===== src/rtl/riscv_fstage.sv =====
// RV64I instruction fetch stage: sequential fetch, pipelined req/gnt/rvalid memory port,
// in-order instruction buffer, stall and redirect handling. Optional perf counters: RISCV_FSTAGE_PERF_CNT_EN.
module riscv_fstage #(
  parameter logic [63:0] RESET_PC   = 64'h0000_0000_0000_0000,
  parameter int          FIFO_DEPTH = 2,
  parameter int          CNT_W      = 2
) (
  input  logic        i_riscv_clk,
  input  logic        i_riscv_rst,
  input  logic        i_riscv_fstage_stall,
  input  logic        i_riscv_fstage_redirect,
  input  logic [63:0] i_riscv_fstage_redirect_pc,
  output logic        o_riscv_fstage_imem_req,
  output logic [63:0] o_riscv_fstage_imem_addr,
  input  logic        i_riscv_fstage_imem_gnt,
  input  logic        i_riscv_fstage_imem_rvalid,
  input  logic [31:0] i_riscv_fstage_imem_rdata,
  output logic        o_riscv_fstage_valid,
  output logic [31:0] o_riscv_fstage_inst,
  output logic [63:0] o_riscv_fstage_pc,
  output logic [63:0] o_riscv_fstage_pcplus4
`ifdef RISCV_FSTAGE_PERF_CNT_EN
  ,
  output logic [63:0] o_riscv_fstage_fetch_cnt,
  output logic [63:0] o_riscv_fstage_stall_cnt
`endif
);

  localparam int          PTR_W = (FIFO_DEPTH > 1) ? $clog2(FIFO_DEPTH) : 1;
  localparam logic [31:0] NOP   = 32'h0000_0013;

  // Handshakes: memory request transfers when req && gnt; response has no back-pressure (rvalid);
  // decode consumes the presented instruction when valid && !stall.
  logic [63:0]      fetch_pc;
  logic [63:0]      last_pc;
  logic [CNT_W-1:0] outstanding;
  logic [CNT_W-1:0] discard;
  logic [CNT_W-1:0] fifo_count;
  logic [PTR_W-1:0] f_wr, f_rd, q_wr, q_rd;
  logic [63:0]      fifo_pc   [FIFO_DEPTH];
  logic [31:0]      fifo_inst [FIFO_DEPTH];
  logic [63:0]      infl_pc   [FIFO_DEPTH];

  logic             valid, pop, push, req, grant;
  logic [CNT_W:0]   used;

  function automatic logic [PTR_W-1:0] ptr_inc(input logic [PTR_W-1:0] p);
    return (p == PTR_W'(FIFO_DEPTH - 1)) ? '0 : p + PTR_W'(1);
  endfunction

  always_comb begin
    valid = (fifo_count != '0) && !i_riscv_fstage_redirect;
    pop   = valid && !i_riscv_fstage_stall;
    push  = i_riscv_fstage_imem_rvalid && (discard == '0) && !i_riscv_fstage_redirect;
    // A pop this cycle frees a slot, so it counts as credit for a new request.
    used  = {1'b0, outstanding} + {1'b0, fifo_count} - (CNT_W+1)'(pop);
    req   = !i_riscv_rst && !i_riscv_fstage_redirect && (used < (CNT_W+1)'(FIFO_DEPTH));
    grant = req && i_riscv_fstage_imem_gnt;
  end

  always_ff @(posedge i_riscv_clk) begin
    if (i_riscv_rst) begin
      fetch_pc    <= RESET_PC;
      last_pc     <= 64'h0;
      outstanding <= '0;
      discard     <= '0;
      fifo_count  <= '0;
      f_wr        <= '0;
      f_rd        <= '0;
      q_wr        <= '0;
      q_rd        <= '0;
    end else begin
      if (grant) q_wr <= ptr_inc(q_wr);
      if (i_riscv_fstage_imem_rvalid) q_rd <= ptr_inc(q_rd);
      outstanding <= outstanding + CNT_W'(grant) - CNT_W'(i_riscv_fstage_imem_rvalid);
      if (valid) last_pc <= fifo_pc[f_rd];
      if (i_riscv_fstage_redirect) begin
        // Everything still pending after this cycle belongs to the old path.
        fetch_pc   <= i_riscv_fstage_redirect_pc & ~64'h3;
        discard    <= outstanding - CNT_W'(i_riscv_fstage_imem_rvalid);
        fifo_count <= '0;
        f_wr       <= '0;
        f_rd       <= '0;
      end else begin
        if (grant) fetch_pc <= fetch_pc + 64'd4;
        if (i_riscv_fstage_imem_rvalid && (discard != '0)) discard <= discard - CNT_W'(1);
        if (push) f_wr <= ptr_inc(f_wr);
        if (pop) f_rd <= ptr_inc(f_rd);
        fifo_count <= fifo_count + CNT_W'(push) - CNT_W'(pop);
      end
    end
  end

  // Storage needs no reset; occupancy is tracked by the counters above.
  always_ff @(posedge i_riscv_clk) begin
    if (grant) infl_pc[q_wr] <= fetch_pc;
    if (push) begin
      fifo_pc[f_wr]   <= infl_pc[q_rd];
      fifo_inst[f_wr] <= i_riscv_fstage_imem_rdata;
    end
  end

  assign o_riscv_fstage_imem_req  = req;
  assign o_riscv_fstage_imem_addr = fetch_pc;
  assign o_riscv_fstage_valid     = valid;
  assign o_riscv_fstage_inst      = valid ? fifo_inst[f_rd] : NOP;
  assign o_riscv_fstage_pc        = valid ? fifo_pc[f_rd] : last_pc;
  assign o_riscv_fstage_pcplus4   = o_riscv_fstage_pc + 64'd4;

`ifdef RISCV_FSTAGE_PERF_CNT_EN
  logic [63:0] fetch_cnt, stall_cnt;

  always_ff @(posedge i_riscv_clk) begin
    if (i_riscv_rst) begin
      fetch_cnt <= 64'h0;
      stall_cnt <= 64'h0;
    end else begin
      if (pop && (fetch_cnt != '1)) fetch_cnt <= fetch_cnt + 64'd1;
      if (valid && i_riscv_fstage_stall && (stall_cnt != '1)) stall_cnt <= stall_cnt + 64'd1;
    end
  end

  assign o_riscv_fstage_fetch_cnt = fetch_cnt;
  assign o_riscv_fstage_stall_cnt = stall_cnt;
`endif

endmodule


===== config.mk =====
export PLATFORM = sky130hd
export DESIGN_NAME = riscv_fstage
export DESIGN_NICKNAME = d
export VERILOG_FILES = /design/src/rtl/riscv_fstage.sv
export SDC_FILE = /design/constraint.sdc
export NUM_CORES = 1
export LEC_CHECK = 0
export CELL_PAD_IN_SITES_DETAIL_PLACEMENT = 1
export CELL_PAD_IN_SITES_GLOBAL_PLACEMENT = 1
export CORE_UTILIZATION = 43
export DETAILED_ROUTE_END_ITERATION = 12
export PLACE_DENSITY = 0.85
export SLEW_MARGIN = 20
export SYNTH_ARGS = -nofsm -noshare
export SYNTH_HDL_FRONTEND = slang
export SYNTH_SLANG_ARGS = --single-unit

===== constraint.sdc =====
create_clock -name i_riscv_clk -period 8.78 [get_ports i_riscv_clk]
set_clock_uncertainty 0.15 [all_clocks]
set_input_delay 1.756 -clock i_riscv_clk [delete_from_list [all_inputs] [get_ports i_riscv_clk]]
set_output_delay 1.756 -clock i_riscv_clk [all_outputs]
set_load 0.01 [all_outputs]

# [After elaboration in Yosys (flattened, before gate mapping)]
# Memories as Yosys holds them, arrays and structs flattened. A register that Yosys moved wholly into a read port is not among the register bits.
# Index checks and enable logic that the tools add are counted.
[op_classes] n_addsub=14 reduce_logical=17 magnitude_cmp=1 mux=20
[op_table] operator="$mux 64" n=3
[op_table] operator="$add 64x3->64 const B" n=2
[op_table] operator="$mux 32" n=1
[op_table] operator="$mux 1" n=14
[op_table] operator="$logic_and 1x1->1" n=8
[op_table] operator="$reduce_bool 2->1" n=4
[op_table] operator="$sub 2x1->2" n=3
[op_table] operator="$add 1x1->1 const B" n=4
[op_table] operator="$add 2x1->2" n=2
[op_table] operator="$mux 2" n=2
[op_table] operator="$add 2x2->3" n=1
[op_table] operator="$logic_not 1->1" n=3
[op_table] operator="$lt 3x2->1 const B" n=1
[op_table] operator="$sub 3x1->3" n=1
[op_table] operator="$logic_not 2->1" n=1
[op_table] operator="$reduce_or 2->1" n=1
[op_table] operator="$sub 2x1->2 const B" n=1
[totals] mem_bits_rw=320 wordCells=65 ff_bits=138 memories=3 in_bits=102 out_inout_bits=226
[memory_table] memory="fifo_pc" depth=2 width=64 rd=1 rd_ports_with_merged_regs=1 wr=1 line="40" source="logic [63:0] fifo_pc [FIFO_DEPTH];"
[memory_table] memory="infl_pc" depth=2 width=64 rd=1 rd_ports_with_merged_regs=1 wr=1 line="42" source="logic [63:0] infl_pc [FIFO_DEPTH];"
[memory_table] memory="fifo_inst" depth=2 width=32 rd=1 rd_ports_with_merged_regs=1 wr=1 line="41" source="logic [31:0] fifo_inst [FIFO_DEPTH];"

# [Longest topological paths before layout]
# Gate-level depths: netlist of the first run.
[depth] ltp_word=9 ltp_mapped=21 ltp_nobuf=13

# [Least setup slack after synthesis of the first run]
# Ideal clock, no wire load.
[synth_path] path_kind="input port to flip-flop" from="in i_riscv_fstage_redirect" to="mem infl_pc[0][10] (enable)" setup_slack_ns=0.672 cell_stages=17 t_required_ns=8.148 setup_ns=0.482 arrival_ns=7.476 path_buffers=9 path_cell_list="buf_2 -> o21bai_4 -> buf_6 -> buf_2 -> buf_2 -> buf_2 -> buf_1 -> buf_1 -> nor3_1 -> o21ai_0 -> fa_1 -> xor2_1 -> and4_1 -> clkinv_1 -> clkbuf_1 -> clkbuf_1 -> nor2_1"
[synth_via] elab_chain_cells=9 word_cells_on_any_way=10 classes_between="1 x add/sub; 1 x order compare; 2 x mux; 6 x reduce/logical"
[synth_lines] item="start, declared" line="11" source="input logic i_riscv_fstage_redirect,"
[synth_lines] item="$logic_not 1->1 (*)" line="52, 57"
[synth_lines] item="$logic_and 1x1->1" line="52" source="valid = (fifo_count != '0) && !i_riscv_fstage_redirect;"
[synth_lines] item="$logic_and 1x1->1" line="53" source="pop = valid && !i_riscv_fstage_stall;"
[synth_lines] item="$sub 3x1->3" line="56" source="used = {1'b0, outstanding} + {1'b0, fifo_count} - (CNT_W+1)'(pop);"
[synth_lines] item="$lt 3x2->1" line="57" source="req = !i_riscv_rst && !i_riscv_fstage_redirect && (used < (CNT_W+1)'(FIFO_DEPTH));"
[synth_lines] item="$logic_and 1x1->1 (*)" line="57"
[synth_lines] item="$logic_and 1x1->1 (*)" line="58" source="grant = req && i_riscv_fstage_imem_gnt;"
[synth_lines] item="$mux 1 (*)" line="96" source="if (grant) infl_pc[q_wr] <= fetch_pc;"
[synth_lines] item="$mux 1 (not written as such) (*)" line="96"
[synth_lines] item="end, declared" line="42"
# Mark *: on every way between the ends. The rest lies on a longest branch, timed or not.

# [Worst setup path in the final report of the first run]
[layout_path] from="in i_riscv_fstage_redirect" to="out o_riscv_fstage_pcplus4[52]"
[layout_via] elab_chain_cells=4
[layout_lines] item="$logic_not 1->1" line="52"
[layout_lines] item="$logic_and 1x1->1" line="52"
[layout_lines] item="$mux 64"
[layout_lines] item="$add 64x3->64" line="108" source="assign o_riscv_fstage_pcplus4 = o_riscv_fstage_pc + 64'd4;"
[layout_lines] item="end, declared" line="21" source="output logic [63:0] o_riscv_fstage_pcplus4"
# Every way passes these cells.

==> results of run 1 <==
critical path, stage by stage:
cell and delay (ns):
buf_2 0.14, o21bai_4 0.26, inv_2 0.40, mux2i_1 0.21, inv_1 0.12, ha_1 0.25
o21ai_0 0.15, a221oi_2 0.36, nand4_1 0.27, nor4_2 0.66, nand4_1 0.30, xnor2_1 0.22
clkdlybuf4s50_1 0.56
state kept, by name, summed over array words and instances (netlist names), named ones only:
register                  cells
outstanding                   2
fifo_inst                    64
o_riscv_fstage_imem_addr     62
fifo_count                    2
f_rd                          1
f_wr                          1
fifo_pc                     124
q_rd                          1
last_pc                      64
infl_pc                     124
q_wr                          1
discard                       2
cell type report:
| class | instances | area [um^2] | share of cell area |
|---|---|---|---|
| flip-flops and latches | 450 | 12100 | 0.479 |
| clock inverters | 17 | 249 | 0.00982 |
| clock buffers | 73 | 1390 | 0.0548 |
| multi-input cells | 1099 | 7180 | 0.283 |
| well taps | 600 | 751 | 0.0296 |
| inverters | 64 | 240 | 0.00948 |
| repair buffers | 346 | 3400 | 0.134 |
per-layer routing:
metal | GRT usage | up-vias
met3 | 0.0448 | 102
met2 | 0.406 | 493
met1 | 0.339 | 7486
li1 | - | 6856
met5 | 0 | -
met4 | 0.0739 | 0
cell families after synthesis:
group / synth area share
fa+ha+maj: 0.00602
flops: 0.608
compound gates: 0.0757
xor+xnor: 0.0347
buf+inv: 0.0342
mux: 0.0941
simple gates: 0.148
other cells: 0.000188
final timing paths:
check | end | slack [ns] | start | depth (start not counted)
max | o_riscv_fstage_pcplus4[52] | 1.18 | i_riscv_fstage_redirect | 13
min | last_pc[12] | 0.35 | last_pc[12] | 2
max reg2reg | o_riscv_fstage_imem_addr[6] | 3.07 | fifo_count[0] | 15
min reg2reg | last_pc[12] | 0.35 | last_pc[12] | 2
through the flow:
stage	hold WS [ns]	cell area, um^2
finish	0.354	25300
global route	0.387	25300
CTS	0.357	25300
detailed placement	0.343	23700
global placement	0.322	23700
floorplan	0.309	20000
power groups by stage:
stage | Clock [W] | Combinational (W) | Sequential, W
floorplan | 0 | 0.000235 | 0.00246
global placement | 0 | 0.000443 | 0.00247
detailed placement | 0 | 0.000461 | 0.00248
CTS | 0.00215 | 0.000469 | 0.00243
global route | 0.00222 | 0.000500 | 0.00244
finish | 0.00210 | 0.000466 | 0.00243
cells in the mapped netlist, drive strengths merged, types with 42 or more instances:
library cell  number
a21oi             96
inv               63
mux2              86
nor2             183
edfxtp           312
nand4             42
dfxtp            138
o21ai             55
clkbuf            49
mux2i             91
nand3             67
nand2            117
xnor2             72
==> results.toml, run 1 <==
[run_status]
status = "completed"

[global_routing]
grt_pass1_wl_mm = 90.8
antenna_found_initial = 0
grt-ovfl-total = 0
grt_pass1_vias = 15600
track_usage = 0.250
grt_max_degree = 80

[power_and_ir_drop]
p_leak_nw = 8.55
p_int_w = 0.00382
p_clk_frac = 0.420
p_total_w = 0.00500
combinationalPowerShare = 0.093
p_switching_w = 0.00118
powerDensity_nw_per_um2 = 197
swShare = 0.236
ir_worst_vdd_uv = 135
seqPwrFrac = 0.486

[sta]
fin_crit_ns = 7.60
finalSetupTns_ns = 0
finalMaxSlewViolations = 0
finalSetupViolations = 0
fin_ws_ns = 1.18
fin_crit_sh = 0.866
hold_viol = 0
rsz0062_at_grt = "false"
slew-limit-headroom = 0.367
maxClockFrequency_ghz = 0.132
worst_pin_slew_ns = 0.942

[logic_synthesis]
synth-main-ff-cell = "edfxtp_1"
syn_area_per_cell_um2 = 11.7
ys_types = 76
netlist_area_um2 = 20000
synthArstFlopShare = 0
synth_top_area_frac = 0.469
ys_top_cells_by_area = "edfxtp_1 47%, dfxtp_1 14%, mux2_2 4.7%"
netlist_instances = 1702
seq_area_frac_synth = 0.608
synth-edff-count = 312
yosys_warnings = 0
synth_seq_cells = 450
yosysTopAreaCell = "edfxtp_1"

[place]
globalplace.congestion = 0.842
pre_cts_ws_ns = 1.16
dp_hpwl_mm = 41.7
dp_cells = 2559
numPortBuffers = 323

[detailed_routing]
antenna_left = 0
drt-pass1-iter-count = 5
avgRoutedWirePerCell_um = 22.5
wl_met1_mm = 26.7
drt_first_iter_violations = 782
top_layer = "met4"
viasPerCell = 5.64
finalWirelength_mm = 59.7
wl_met2_mm = 28.0
route.met3.wl_mm = 3.55
vias = 14900
drcViolationCount = 0

[layout]
syn_to_final_growth_pct = 26.9
post_route_cells_drive_above_1_share = 0.102
final_cells = 2649
fin_nets = 2120
layout_commonest_cell = "clkdlybuf4s50_1"
diodes = 0
layout_common_cells = "321 x clkdlybuf4s50_1, 312 x edfxtp_1, 180 x nor2_1, 136 x dfxtp_1, 117 x nand2_1"
fin_util = 0.556
fillers = 4711

[cts]
cts_hold_buf = 0
cts_setup_buffers = 0
clkSinkCount = 450
cts_buffers = 48
cts_root_buffer = "clkbuf_16"
clk_pin_slew_ns = 0.06
clock_latency_ns = 0.60
cts_tree = "done"
cts-resized-gates = 0
htreeDepth = 2
clockBufferDepth = 3

[setup_path]
crit_arrival_ns = 5.69
worstSetupPathType = "primary input to primary output"
critical_path.endpoint_type = "primary output"
path_max_fanout = 23
cp.required_ns = 6.87
critPathLaunchType = "primary input"

[floorplanning]
num_io_pins = 328
row_count = 78
die_area_um2 = 47300
die_w_um = 217
core_area_um2 = 45600
start_util = 0.438
die_height_um = 217

[worst_hold_path]
hold_class = "flop to flop"

[flow_run]
cap_viol_max_count = 0
Note: power is estimated with default switching activity, not from simulation.
==> inputs of run 2 (changes only) <==
--- a/config.mk
+++ b/config.mk
@@ -9,6 +9,7 @@
 export CELL_PAD_IN_SITES_GLOBAL_PLACEMENT = 1
 export CORE_UTILIZATION = 43
 export DETAILED_ROUTE_END_ITERATION = 12
+export GPL_ROUTABILITY_DRIVEN = 0
 export PLACE_DENSITY = 0.85
 export SLEW_MARGIN = 20
 export SYNTH_ARGS = -nofsm -noshare
==> run 2 against run 1 <==
First-iteration DRC count is 37% higher. Sequential power hardly changed. Wire length is 0.48% higher. Sequential share of layout area is 0.18 points higher. Utilization is 0.21 points lower. Die area stayed put. Combinational power is 0.9% higher. Non-clock buffer count is 1 higher. Register-to-register slack better by 0.57 ns. Worst hold slack hardly changed. Clock power is 6% lower. Critical path type unchanged. Highest routed layer unchanged.
==> results.toml, run 2 (synthesis gave the netlist of run 1 again) <==
[global_routing]
grt_pass1_vias = 15500
grt_max_degree = 92
grt_pass1_wl_mm = 91.1
track_usage = 0.250
antenna_found_initial = 0
grt-ovfl-total = 0

[sta]
fin_crit_ns = 7.58
rsz0062_at_grt = "false"
slew-limit-headroom = 0.374
fin_crit_sh = 0.863
finalSetupTns_ns = 0
worst_pin_slew_ns = 0.931
hold_viol = 0
finalSetupViolations = 0
finalMaxSlewViolations = 0
maxClockFrequency_ghz = 0.132
fin_ws_ns = 1.20

[setup_path]
r2r_slack_ns = 3.64
critical_path.endpoint_type = "primary output"
worstSetupPathType = "primary input to primary output"
cp.required_ns = 6.87
path_max_fanout = 28
crit_arrival_ns = 5.67
crit_path_max_incr_delay_ns = 0.65
critPathLaunchType = "primary input"
path_cells = "buf_2 > o21bai_4 > inv_2 > buf_4 > nand3b_1 > a222oi_1 > nand4_1 > nor3_2 > nor4b_2 > xnor2_1 > clkdlybuf4s50_1"
critPathSlowestCell = "nor3_2"

[cts]
clk_pin_slew_ns = 0.06
cts_tree = "done"
cts_hold_buf = 0
cts_root_buffer = "clkbuf_16"
clkSinkCount = 450
cts-resized-gates = 0
clock_latency_ns = 0.60
cts_setup_buffers = 0
cts_buffers = 48
htreeDepth = 2
clockBufferDepth = 3

[power_and_ir_drop]
p_leak_nw = 8.51
powerDensity_nw_per_um2 = 193
ir_worst_vdd_uv = 118

[floorplanning]
die_area_um2 = 47300
die_w_um = 217
num_io_pins = 328
start_util = 0.438
core_area_um2 = 45600
die_height_um = 217
row_count = 78

[worst_hold_path]
hold_class = "flop to flop"

[layout]
fillers = 4705
reg.largest.list = "fifo_pc: 124 flops, infl_pc: 124 flops"
diodes = 0
layout_common_cells = "321 x clkdlybuf4s50_1, 312 x edfxtp_1, 180 x nor2_1, 136 x dfxtp_1, 117 x nand2_1"
post_route_cells_drive_above_1_share = 0.102
syn_to_final_growth_pct = 26.5
multi_input_area_um2 = 7180
fin_util = 0.554
fin_nets = 2121
seqCellArea_um2 = 12100
layout_commonest_cell = "clkdlybuf4s50_1"

[place]
dp_hpwl_mm = 42.0
pre_cts_ws_ns = 1.17
numPortBuffers = 323

[detailed_routing]
avgRoutedWirePerCell_um = 22.6
drcViolationCount = 0
finalWirelength_mm = 59.9
viasPerCell = 5.67
antenna_left = 0
drt_first_iter_violations = 1071
drt-pass1-iter-count = 5
vias = 15000

[flow_run]
cap_viol_max_count = 0

[run_status]
status = "completed"
[run 2: through the flow]
step / power (W) / area [um^2] / instances / hold WS [ns]
2_1_floorplan: 0.00270 / 20000 / 1703 / 0.309
3_3_place_gp: 0.00291 / 23700 / 2559 / 0.322
3_5_place_dp: 0.00294 / 23700 / 2559 / 0.337
4_1_cts: 0.00491 / 25200 / 2648 / 0.344
5_1_grt: 0.00503 / 25200 / 2649 / 0.374
6_report: 0.00487 / 25200 / 2649 / 0.354
[run 2: where the power goes]
part           switching, W  internal, W
registers         0.0000677      0.00236
clock network      0.000841      0.00113
logic              0.000259     0.000211
[run 2: final timing paths]
check                                      end  cells after the start                    start
setup / recovery    o_riscv_fstage_pcplus4[63]                     11  i_riscv_fstage_redirect
hold / removal                     last_pc[12]                      2              last_pc[12]
setup reg to reg  o_riscv_fstage_imem_addr[10]                     15            fifo_count[0]
hold reg to reg                    last_pc[12]                      2              last_pc[12]
[run 2: cell type report]
cell class	instances	area share
clock buffers	69	0.0535
clock inverters	20	0.00654
inverters	64	0.00951
multi-input cells	1099	0.284
flip-flops and latches	450	0.481
well taps	600	0.0297
repair buffers	347	0.136
[run 2: worst max-delay path, delay by kind of cell]
family | cells | cell delay (ns)
buffers and inverters | 4 | 1.56
AND/OR/NAND/NOR | 4 | 1.51
AO/OA/AOI/OAI | 2 | 0.65
XOR/XNOR | 1 | 0.16
[run 2: per-layer routing]
metal | global-route usage | wire length, um
met5 | 0 | 0
met4 | 0.0869 | 1600
met3 | 0.0391 | 3910
met2 | 0.402 | 28000
met1 | 0.343 | 26500
